--- config.mk ---
export PLATFORM = sky130hd
export DESIGN_NAME = mipi_deserializer
export DESIGN_NICKNAME = d
export VERILOG_FILES = /design/src/rtl/mipi_deserializer.sv
export SDC_FILE = /design/constraint.sdc
export NUM_CORES = 1
export LEC_CHECK = 0
export ABC_AREA = 1
export CAP_MARGIN = 0
export CORE_MARGIN = 1
export CORE_UTILIZATION = 40
export CTS_CLUSTER_SIZE = 30
export DETAILED_ROUTE_END_ITERATION = 8
export GPL_ROUTABILITY_DRIVEN = 0
export PLACE_DENSITY_LB_ADDON = 0.08
export SYNTH_ARGS = -nofsm -noshare
export SYNTH_HDL_FRONTEND = slang
export SYNTH_SLANG_ARGS = --single-unit
--- constraint.sdc ---
create_clock -name RxDDRClkHS -period 3.2 [get_ports RxDDRClkHS]
set_input_delay 0.96 -clock RxDDRClkHS [delete_from_list [all_inputs] [get_ports RxDDRClkHS]]
set_output_delay 0.96 -clock RxDDRClkHS [all_outputs]
set_load 0.05 [all_outputs]
--- src/rtl/mipi_deserializer.sv ---
// ==== mipi_deserializer : D-PHY HS lane SoT hunt, lock, LSB-first word assembly, byte clock ====
// Rev 1.0
`default_nettype none

module mipi_deserializer #(
   parameter int         WIDTH        = 8,
   parameter logic [7:0] SYNC_PATTERN = 8'hB8,
   parameter int         MAX_HUNT     = 32
) (
   input  logic             RxDDRClkHS,
   input  logic             RESET,
   input  logic             DRXHSP,
   input  logic             HS_DESER_EN,
   input  logic             ENP,
   output logic [WIDTH-1:0] HSRX_DATA,
   output logic             HS_BYTE_CLKD,
   output logic             SYNC,
   output logic             ERRSYNC,
   output logic             NOSYNC
);
   localparam int c_BW = $clog2(WIDTH);
   localparam int c_HW = $clog2(MAX_HUNT + 1);

   typedef enum logic [1:0] {
      ST_IDLE   = 2'd0,
      ST_HUNT   = 2'd1,
      ST_SYNCED = 2'd2,
      ST_FAIL   = 2'd3
   } state_t;

   state_t           r_state, w_state_nxt;
   logic [7:0]       r_win, w_win_nxt, w_win_shift, w_diff;
   logic             w_exact, w_onebit;
   logic [c_HW-1:0]  r_hcnt, w_hcnt_nxt;
   logic             r_hact, w_hact_nxt;
   logic [c_BW-1:0]  r_bcnt, w_bcnt_nxt;
   logic [WIDTH-1:0] r_sr, w_sr_nxt, r_data, w_data_nxt;
   logic             r_sync, w_sync_nxt, r_err, w_err_nxt, r_nos, w_nos_nxt;
   logic             r_bclk, w_bclk_nxt;

   assign w_win_shift = {DRXHSP, r_win[7:1]};
   assign w_diff      = w_win_shift ^ SYNC_PATTERN;
   assign w_exact     = (w_diff == 8'd0);
   // Non-zero power of two <=> exactly one differing bit
   assign w_onebit    = (w_diff != 8'd0) && ((w_diff & (w_diff - 8'd1)) == 8'd0);

   always_comb begin
      w_state_nxt = r_state;
      w_win_nxt   = w_win_shift;
      w_hcnt_nxt  = r_hcnt;
      w_hact_nxt  = r_hact;
      w_bcnt_nxt  = r_bcnt + c_BW'(1);
      w_sr_nxt    = r_sr;
      w_data_nxt  = r_data;
      w_sync_nxt  = r_sync;
      w_err_nxt   = r_err;
      w_nos_nxt   = r_nos;

      if (!HS_DESER_EN) begin
         w_state_nxt = ST_IDLE;
         w_win_nxt   = 8'd0;
         w_hcnt_nxt  = '0;
         w_hact_nxt  = 1'b0;
         w_bcnt_nxt  = '0;
         w_sync_nxt  = 1'b0;
         w_err_nxt   = 1'b0;
         w_nos_nxt   = 1'b0;
      end else begin
         case (r_state)
            ST_IDLE: begin
               w_state_nxt = ST_HUNT;
               w_win_nxt   = 8'd0;
               w_bcnt_nxt  = '0;
            end
            ST_HUNT: begin
               if (r_hact) begin
                  w_hcnt_nxt = r_hcnt + c_HW'(1);
               end else if (DRXHSP) begin
                  w_hact_nxt = 1'b1;
                  w_hcnt_nxt = c_HW'(1);
               end
               if (w_exact) begin
                  w_sync_nxt  = 1'b1;
                  w_state_nxt = ST_SYNCED;
                  w_bcnt_nxt  = '0;
               end else if (w_onebit) begin
                  w_err_nxt   = 1'b1;
                  w_state_nxt = ST_SYNCED;
                  w_bcnt_nxt  = '0;
               end else if (w_hcnt_nxt == c_HW'(MAX_HUNT)) begin
                  w_nos_nxt   = 1'b1;
                  w_state_nxt = ST_FAIL;
               end
            end
            ST_SYNCED: begin
               w_sr_nxt = {DRXHSP, r_sr[WIDTH-1:1]};
               if (r_bcnt == c_BW'(WIDTH - 1)) begin
                  w_data_nxt = w_sr_nxt;
               end
            end
            default: begin
            end
         endcase
      end

      // WIDTH is a power of two, so the counter MSB clear means the first half-period
      w_bclk_nxt = ENP && (w_state_nxt != ST_IDLE) && !w_bcnt_nxt[c_BW-1];
   end

   always_ff @(posedge RxDDRClkHS or posedge RESET) begin
      if (RESET) begin
         r_state <= ST_IDLE;
         r_win   <= 8'd0;
         r_hcnt  <= '0;
         r_hact  <= 1'b0;
         r_bcnt  <= '0;
         r_sr    <= '0;
         r_data  <= '0;
         r_sync  <= 1'b0;
         r_err   <= 1'b0;
         r_nos   <= 1'b0;
         r_bclk  <= 1'b0;
      end else begin
         r_state <= w_state_nxt;
         r_win   <= w_win_nxt;
         r_hcnt  <= w_hcnt_nxt;
         r_hact  <= w_hact_nxt;
         r_bcnt  <= w_bcnt_nxt;
         r_sr    <= w_sr_nxt;
         r_data  <= w_data_nxt;
         r_sync  <= w_sync_nxt;
         r_err   <= w_err_nxt;
         r_nos   <= w_nos_nxt;
         r_bclk  <= w_bclk_nxt;
      end
   end

   assign HSRX_DATA    = r_data;
   assign HS_BYTE_CLKD = r_bclk;
   assign SYNC         = r_sync;
   assign ERRSYNC      = r_err;
   assign NOSYNC       = r_nos;

endmodule

`default_nettype wire

# Word-level counts from Yosys, hierarchy flattened
# Index checks and enable logic that the tools add are counted.
# classes
addsub,3
eq_ne,10
muxes,33
bitwise,2
n_reduce_logical,14
# op_table
operator,n
$mux W6,6
$logic_not A8 Y1,2
$mux W1,16
$mux W8,2
$mux W3,3
$and A8 B8 Y8,1
$mux W2,4
$ne A2 B1 Y1 const B,4
$reduce_bool A8 Y1,1
$sub A8 B1 Y8 const B,1
$add A6 B1 Y6 const B,1
$eq A6 B6 Y1 const B,1
$pmux W3 S2,1
$reduce_and A3 Y1,2
$ne A2 B2 Y1 const B,2
$not A4 Y4,1
$pmux W2 S2,1
$reduce_and A2 Y1,2
$reduce_and A4 Y1,1
$add A3 B1 Y3 const B,1
$eq A3 B3 Y1 const B,1
$logic_and A1 B1 Y1,3
$eq A2 B1 Y1 const B,1
$eq A2 B2 Y1 const B,1
other kinds (3),3
# totals
reg_bits,40
out_inout_bits,12

# Depth between registers and ports, before layout
# Gate-level depths: netlist of run 1.
# depth
ltp_word,13
ltp_mapped,11

# Worst setup path before layout of run 1
# No wires, ideal clock.
# synth_timing
path_type,input -> register
start,input HS_DESER_EN
end,register r_data[7] (netlist: HSRX_DATA[7])
setup_ps,128
t_arrival_ps,1650
required_time_ps,3072
setup_slack_ps,1422
stages,7
path_buffers,2
cell_sequence,buf_6 inv_1 nor2_4 nand2_2 buf_2 nand2_1 o21ai_0
# synth_between
elab_chain_cells,1
# synth_lines
item,line_no,text
"start, declared",13,"input logic HS_DESER_EN,"
$reduce_and A3 Y1 (no source line),-,
"end signal, assigned",130,r_data <= w_data_nxt;
"end, declared",37,"logic [WIDTH-1:0] r_sr, w_sr_nxt, r_data, w_data_nxt;"
# Every way passes these cells.
# A chain may end at the register's enable or synchronous reset.

# Final worst setup path of run 1
# layout_timing
start,register r_data[7] (netlist: HSRX_DATA[7])
end,output HSRX_DATA[7]
# layout_lines
item,line_no,text
"end, declared",15,"output logic [WIDTH-1:0] HSRX_DATA,"
# No word-level cell between the ends.

==> out/qor.yml, run 1 <==
multi_input_area_sq_um: 698
final.min_clock_period_ps: 2420
place.port_buffers: 16
drive_gt1_share_pct: 10.3
cts.htree.levels: 2
layout.area.seq_sq_um: 951
track_usage_pct: 17.4
synthMostInstantiatedCell: "nand2_1"
fmax_mhz: 414
worstMarginPinSlew_ps: 589
reg2reg_from: "r_state[1]"
core_area_sq_um: 4320
criticalPathCategory: "flip-flop to output port"
routedWlPerCell_um: 12.6
viasPerCell: 4.98
setup_viol: 0
slowest_stage: "clkdlybuf4s50_1"
antennaDiodeCount: 0
antenna_found_initial: 0
maxSlewHeadroom_pct: 60.6
async_flop_share_pct: 100
syn2layout_area_growth_pct: 16.5
drc_errors: 0
overflow: 0
vias: 1419
first_pass_iters: 4
synthDistinctLibCells: 25
cts-root-buf: "clkbuf_8"
crit_arrival_ps: 1460
grt_max_degree: 39
p_leak_nw: 1.01
io_pins: 17
die_height_um: 69.1
synth_edf_count: 0
path_max_fanout: 2
synth_top_area_cell: "dfrtp_1"
fin_crit_sh_pct: 75.5
crit_chain: "clkdlybuf4s50_1"
worst_setup_path_start_kind: "flip-flop"
cp_slowest_stage_delay_ps: 810
cts.clk_slew.worst_paths_ps: 70
hold_viol: 0
synth_ff_type: "dfrtp_1"
finalWorstSetupSlack_ps: 783
p_total_uw: 897
clk_latency_ps: 290
place_hpwl_mm: 2.54
yosysSeqAreaShare_pct: 52.9
path_buf_inv: 1
peakVddDrop_uv: 221
synthTopCellsByCount: "nand2_1, dfrtp_1, inv_1"
cts_resized: 0
end_kind: "output port"
die_w_um: 69.1
nFillCells: 425
min_path_cells: 1
first_global_vias: 1357
grt_pass1_wl_mm: 6.45
synthCells: 213
clkSinkCount: 38
cp.required_ps: 2240
start_util_pct: 41.6
tns_ps: 0
synthTopCellsByArea: "dfrtp_1, nand2_1, inv_1"
cts_tree: "done"
path_delay_family: "buffers and inverters"
rsz0062_at_grt: "false"
synth_top_area_share_pct: 52.9
dieArea_sq_um: 4770
ys_ff_latch: 38
status: "completed"
max-cap-violations: 0
hp-class: "flip-flop to flip-flop"
hold_buffers: 0
avgSynthCellArea_sq_um: 8.45
ant_nets: 0
p_per_area_nw_per_um2: 428
drv_slew: 0
syn_area_sq_um: 1800
skew_ps: 9.73
r2r_cells: 6
clock_path_buffers: 2
synth_fp_nets: 221
wirelength_mm: 3.60
cts_setup_buffers: 0
cts_buffers: 5
nets: 242
yosysWarnings: 0
r2r_end: "HSRX_DATA[0]"
min_to: "r_bcnt[0]"
first_iter_violations: 94
hold_start: "r_bcnt[0]"
row_count: 24
rrSetupSlack_ps: 1710
dp_slack_ps: 557
sequential cells by signal, summed over array words and instances, names as in the netlist, 2 cells and up:
name,count
HSRX_DATA,8
r_hcnt,6
r_win,7
r_state,2
r_bcnt,3
r_sr,7
metal layers:
metal	share of wire [%]	GRT usage (%)
met4	1.2	6.80
met5	0	0
met2	46	25.4
met3	5.1	4.53
met1	48	24.6
layout by cell type, fill, tap and decap left out:
master / count
nor2_2: 4
nor3_1: 9
o211a_1: 1
nor2_4: 4
o21a_1: 1
o21ai_0: 18
ha_1: 3
o22ai_1: 4
o21ai_1: 2
nand2_1: 55
nand2_2: 5
and3_1: 1
clkbuf_8: 6
a22o_1: 1
inv_2: 2
a22oi_1: 1
dfrtp_1: 38
inv_1: 31
nand3b_1: 1
a21oi_1: 2
nand4_1: 1
nor2_1: 10
clkdlybuf4s50_1: 16
nand3_1: 14
buf_4: 2
mux2_2: 1
final cells by class:
cell class | count | share of cell area [%]
sequential | 38 | 45.4
multi-input combinational | 138 | 33.3
timing repair buffer | 18 | 8.36
inverter | 33 | 5.91
clock buffer | 6 | 3.94
tap | 52 | 3.10
how the worst max path moves through the flow:
stage,startpoint,cells after the start,end
after floorplan,RESET,1,ERRSYNC
after detailed placement,HS_DESER_EN,5,HSRX_DATA[0]
final,HSRX_DATA[7],1,HSRX_DATA[7]
after global routing,HS_DESER_EN,5,HSRX_DATA[0]
after global placement,HS_DESER_EN,5,HSRX_DATA[0]
after CTS,HSRX_DATA[7],1,HSRX_DATA[7]
cells by family (layout without fill, tap and decap cells):
family | count (synthesis) | count (layout) | synth area share, %
AND/OR/NAND/NOR | 104 | 104 | 26.7
flip-flops | 38 | 38 | 52.9
buffers and inverters | 37 | 57 | 8.34
AO/OA/AOI/OAI | 30 | 30 | 9.39
adder cells (fa/ha/maj) | 3 | 3 | 2.09
multiplexers | 1 | 1 | 0.626
report_power, final:
| group | switching, mW | leakage (nW) | internal (mW) |
|---|---|---|---|
| combinational | 0.0477 | 0.459 | 0.0213 |
| clock | 0.155 | 0.0431 | 0.166 |
| sequential | 0.00989 | 0.509 | 0.497 |
| total | 0.213 | 1.01 | 0.684 |
stage by stage:
| stage | hold WS, ps | instance area (sq um) | utilization [%] | std cells |
|---|---|---|---|---|
| finish | 432 | 2100 | 48.5 | 285 |
| global route | 488 | 2100 | 48.5 | 285 |
| CTS | 439 | 2100 | 48.5 | 285 |
| floorplan | 408 | 1800 | - | 213 |
| global placement | 425 | 2010 | 46.6 | 279 |
| detailed placement | 430 | 2010 | 46.6 | 279 |
Power figures use the tool's default switching activity.
==> run 2, diff against run 1 <==
- clock period: 3.2 -> 1.95 ns (I/O delays scaled with it)
==> run 2 against run 1 <==
Final area is 1.9% higher. Wire length down 4.0%. Die area did not move. Clock-buffer cell count unchanged. Critical endpoint is now r_state[1]. Largest power group unchanged.
==> out/qor.yml, run 2 (same netlist as run 1, synthesis figures left out) <==
status: "completed"
antenna_found_initial: 0  # unchanged
ant_nets: 0  # unchanged
r2r_cells: 10  # +4
clkSinkCount: 38  # unchanged
seq_power_share_pct: 54.9  # -1.6 points
drv_slew: 0  # unchanged
dieArea_sq_um: 4770  # unchanged
largest_reg_flops: 8  # unchanged
met2_length_mm: 1.56  # -4.7%
maxSlewHeadroom_pct: 81.3  # +21 points
viasPerCell: 4.90  # -1.6%
final.min_clock_period_ps: 1660
cp-startpoint: "DRXHSP"
place_hpwl_mm: 2.52  # -0.73%
cts_buffers: 5  # unchanged
p_leak_nw: 1.07  # +6.1%
final_core_util_pct: 49.4  # +0.93 points
rsz0062_at_grt: "false"
drt-met1-wl_mm: 1.72  # -0.98%
antennaDiodeCount: 0  # unchanged
pwr-share-comb_pct: 7.9  # +0.2 points
path_max_fanout: 4  # +2
nFillCells: 418  # -1.6%
intPower_mw: 1.14  # +67%
first_iter_violations: 84  # -11%
routed.top_layer: "met4"
crit_chain: "clkdlybuf4s50_1 -> nand2_1 -> nand2_1 -> nand2_1 -> nand2_1 -> nand2_1 -> nor2_2 -> nand3_1 -> nand3_1 -> nand2_1 -> inv_1"
clk_latency_ps: 290  # about the same
syn2layout_area_growth_pct: 18.7
vias: 1436  # +1.2%
routedWlPerCell_um: 11.8  # -6.6%
cp_slowest_stage_delay_ps: 540  # -270 ps
dp_slack_ps: 21.9  # -535 ps
drc_errors: 0  # unchanged
grt_pass1_wl_mm: 6.15  # -4.7%
clock_path_buffers: 2  # unchanged
r2r_end: "r_state[1]"
p_total_mw: 1.51  # +69%
rrSetupSlack_ps: 490  # -1220 ps
worstMarginPinSlew_ps: 279  # -311 ps
slowest_stage: "clkdlybuf4s50_1"
end_kind: "flip-flop"
row_count: 24  # unchanged
reg2reg_from: "r_hcnt[1]"
overflow: 0  # unchanged
cts.clk_slew.worst_paths_ps: 70  # about the same
wirelength_mm: 3.46  # -4.0%
first_global_vias: 1368  # +0.81%
cts.htree.levels: 2  # unchanged
die_w_um: 69.1  # unchanged
p_switching_uw: 371  # +75%
fin_crit_sh_pct: 84.9
cts_setup_buffers: 0  # unchanged
final_cell_mix: "nand2_1, dfrtp_1, inv_1, buf_4, o21ai_0"
fmax_mhz: 604
p_per_area_nw_per_um2: 708  # +65%
hp-class: "flip-flop to flip-flop"
setup_viol: 0  # unchanged
start_util_pct: 41.6  # unchanged
crit_arrival_ps: 1880  # +420 ps
die_height_um: 69.1  # unchanged
hold_viol: 0  # unchanged
finalWorstSetupSlack_ps: 294  # -489 ps
max-cap-violations: 0  # unchanged
p_sw_share_pct: 24.6  # +0.83 points
core_area_sq_um: 4320  # unchanged
cp.required_ps: 2180  # -60 ps
io_pins: 17  # unchanged
criticalPathCategory: "input pin to flip-flop"
skew_ps: 5.72  # -4.01 ps
final_common_cell: "nand2_1"
drive_gt1_share_pct: 18.3  # +8.0 points
wl_met3_um: 124  # -32%
crit_end: "r_state[1]"
nets: 248  # +2.5%
cts-root-buf: "clkbuf_8"
worst_setup_path_start_kind: "input pin"
hold_buffers: 0  # unchanged
track_usage_pct: 16.1  # -1.3 points
place.port_buffers: 16  # unchanged
first_pass_iters: 4  # unchanged
pwr-share-clk_pct: 37.2  # +1.4 points
crit_path_frequent_cell: "nand2_1"
cts_resized: 0  # unchanged
tns_ps: 0  # unchanged
peakVddDrop_uv: 495  # +120%
grt_max_degree: 39  # unchanged
cts_tree: "done"
-- run 2: through the flow --
stage                     instances  hold WS [ps]  instance area (sq um)
after global routing            293           475                   2140
after detailed placement        285           438                   2040
after global placement          285           422                   2040
after CTS                       293           449                   2140
after floorplan                 213           408                   1800
final                           293           438                   2140
-- run 2: per-layer routing --
metal  vias up  track usage, %
met5         -               0
met4         0            5.44
met3         6            3.80
met2        30            24.7
met1       669            22.3
li1        731               -
-- run 2: worst min path at each step --
stage / start / end / slack (ps) / cells past startpoint
after floorplan: r_bcnt[0] / r_bcnt[0] / 410 / 1
after global placement: r_bcnt[0] / r_bcnt[0] / 420 / 1
after detailed placement: r_bcnt[0] / r_bcnt[0] / 440 / 1
after CTS: r_bcnt[0] / r_bcnt[0] / 450 / 1
after global routing: r_bcnt[0] / r_bcnt[0] / 470 / 1
final: r_bcnt[0] / r_bcnt[0] / 440 / 1
-- run 2: final cells by class --
cell class                      count  area (sq um)  area share (%)
Sequential cell                    38           951            44.5
Multi-Input combinational cell    138           698            32.7
Timing Repair Buffer               24           203            9.49
Inverter                           33           124            5.80
Clock buffer                        6          82.6            3.87
Tap cell                           52          65.1            3.05
Clock inverter                      2          12.5           0.586
-- run 2: power groups by stage --
stage               registers [mW]  logic, mW  clock network [mW]
finish                       0.831      0.119               0.563
global route                 0.834      0.136               0.626
CTS                          0.830      0.120               0.581
detailed placement           0.846      0.120                   0
global placement             0.845      0.119                   0
floorplan                    0.847     0.0744                   0
-- run 2: worst max-delay path: cells and delay by family --
| kind | cells | cell delay (ps) |
|---|---|---|
| buf+inv | 2 | 590 |
| simple gates | 9 | 720 |
==> run 3, diff against run 2 <==
- clock period: 1.95 -> 1.55 ns (I/O delays scaled with it)
==> run 3 against run 2 <==
Global-route usage increased by 0.42 points. Hold slack got worse by 9.3 ps. Clock power increased by 85%. Combinational power increased by 45%. Non-clock buffer count increased by 9. Critical path depth decreased by 6. Sequential cell count unchanged. Utilization increased by 6.8 points. Via count increased by 3.6%. Sequential share of layout area decreased by 5.4 points. Wire length increased by 3.4%.
==> out/qor.yml, run 3 (same netlist as run 1, synthesis figures left out) <==
status: "completed"
wl_met3_um: 164  # +32%
drt-met1-wl_mm: 1.73  # +0.87%
setup_viol: 0  # unchanged
io_pins: 17  # unchanged
hold_buffers: 0  # unchanged
dpl.cell_count: 292  # +2.5%
end_kind: "flip-flop"
final.min_clock_period_ps: 1440
met2_length_mm: 1.61  # +3.0%
hold_start: "r_bcnt[0]"
die_height_um: 69.1  # unchanged
p_total_mw: 2.26  # +49%
worstMarginPinSlew_ps: 279  # +0.914 ps
drv_slew: 0  # unchanged
core_area_sq_um: 4320  # unchanged
final_common_cell: "nand2_1"
cts_tree: "done"
p_leak_nw: 1.19  # +11%
path_max_fanout: 5  # +1
fmax_mhz: 693
hold_viol: 0  # unchanged
place_hpwl_mm: 2.61  # +3.4%
min_path_cells: 1  # unchanged
clock_path_buffers: 2  # unchanged
overflow: 0  # unchanged
cts-root-buf: "clkbuf_8"
routed.top_layer: "met4"
r2r_cells: 10  # unchanged
drive_gt1_share_pct: 22.8  # +4.5 points
min_to: "r_bcnt[0]"
rrSetupSlack_ps: 130  # -360 ps
cts.htree.levels: 2  # unchanged
syn2layout_area_growth_pct: 35.1
nets: 257  # +3.6%
first_global_vias: 1449  # +5.9%
clk_latency_ps: 290  # about the same
reg2reg_from: "r_hcnt[1]"
r2r_end: "r_state[1]"
final_cell_mix: "nand2_1, dfrtp_1, inv_1, o21ai_0, buf_4"
p_per_area_nw_per_um2: 930  # +31%
place.port_buffers: 16  # unchanged
viasPerCell: 4.92  # +0.47%
grt_max_degree: 39  # unchanged
routedWlPerCell_um: 11.8  # +0.30%
ant_nets: 0  # unchanged
rsz0062_at_grt: "false"
cts.clk_slew.worst_paths_ps: 80  # about the same
track_usage_pct: 16.5  # +0.42 points
cp.required_ps: 1730  # -450 ps
antennaDiodeCount: 0  # unchanged
criticalPathCategory: "input pin to flip-flop"
first_iter_violations: 86  # +2.4%
antenna_found_initial: 0  # unchanged
first_pass_iters: 4  # unchanged
drc_errors: 0  # unchanged
vias: 1487  # +3.6%
dieArea_sq_um: 4770  # unchanged
clkSinkCount: 38  # unchanged
row_count: 24  # unchanged
crit_arrival_ps: 1620  # -260 ps
skew_ps: 8.90  # +3.18 ps
wirelength_mm: 3.58  # +3.4%
stdcell_count: 302  # +3.1%
start_util_pct: 41.6  # unchanged
largest_reg_flops: 8  # unchanged
max-cap-violations: 0  # unchanged
hp-class: "flip-flop to flip-flop"
fin_crit_sh_pct: 93.1
cts_buffers: 5  # unchanged
peakVddDrop_uv: 575  # +16%
die_w_um: 69.1  # unchanged
maxSlewHeadroom_pct: 81.4  # about the same
worst_setup_path_start_kind: "input pin"
grt_pass1_wl_mm: 6.27  # +2.0%
[run 3: cell types whose count changed in the layout (fill, tap and decap cells not counted), sizes merged]
cell	before	now
buf	20	29
bufinv	0	2
clkdlybuf4s50	4	3
clkinv	1	0
clkinvlp	1	0
dlymetal6s2s	0	1
[run 3: metrics by stage]
stage / instance area (sq um) / TNS [ps] / setup slack (ps) / hold slack, ps / utilization (%)
detailed placement: 2260 / -4260 / -235 / 426 / 52.2
floorplan: 1800 / 0 / 214 / 408 / -
finish: 2430 / 0 / 107 / 429 / 56.2
CTS: 2400 / 0 / 69.0 / 437 / 55.5
global route: 2430 / 0 / 17.6 / 487 / 56.2
global placement: 2260 / -3680 / -198 / 422 / 52.2
[run 3: final cells by class]
| type | instances | area [sq um] |
|---|---|---|
| Timing Repair Buffer | 33 | 435 |
| Sequential cell | 38 | 951 |
| Multi-Input combinational cell | 138 | 713 |
| Inverter | 33 | 124 |
| Tap cell | 52 | 65.1 |
| Clock buffer | 6 | 82.6 |
| Fill cell | 392 | 1890 |
| Clock inverter | 2 | 60.1 |
[run 3: how the worst max path moves through the flow]
stage,slack [ps],start,cells after the start,endpoint
finish,110,HS_DESER_EN,5,HSRX_DATA[0]
detailed placement,-240,DRXHSP,11,r_state[1]
floorplan,210,r_hcnt[0],8,r_state[1]
CTS,70,DRXHSP,11,r_state[1]
global placement,-200,DRXHSP,9,r_state[1]
global route,20,HS_DESER_EN,7,HSRX_DATA[1]
[run 3: timing repair]
item                       in CTS  in global routing
setup buffers                   0                  2
resized for setup               0                  6
setup endpoints to repair       0                  6
[run 3: metal layers]
layer / vias up / GRT usage, %
li1: 750 / -
met4: 0 / 7.94
met5: - / 0
met3: 6 / 4.39
met1: 693 / 21.7
met2: 38 / 25.2
[run 3: where the power goes]
part	internal [mW]	total, mW	switching, mW
clock network	0.687	1.04	0.355
logic	0.0702	0.173	0.102
registers	1.02	1.05	0.0215
[run 3: critical path, stage by stage]
cell             delay (ps)
clkdlybuf4s50_1         420
inv_1                   230
nor2_4                   80
nand2_2                  90
mux2_2                  340
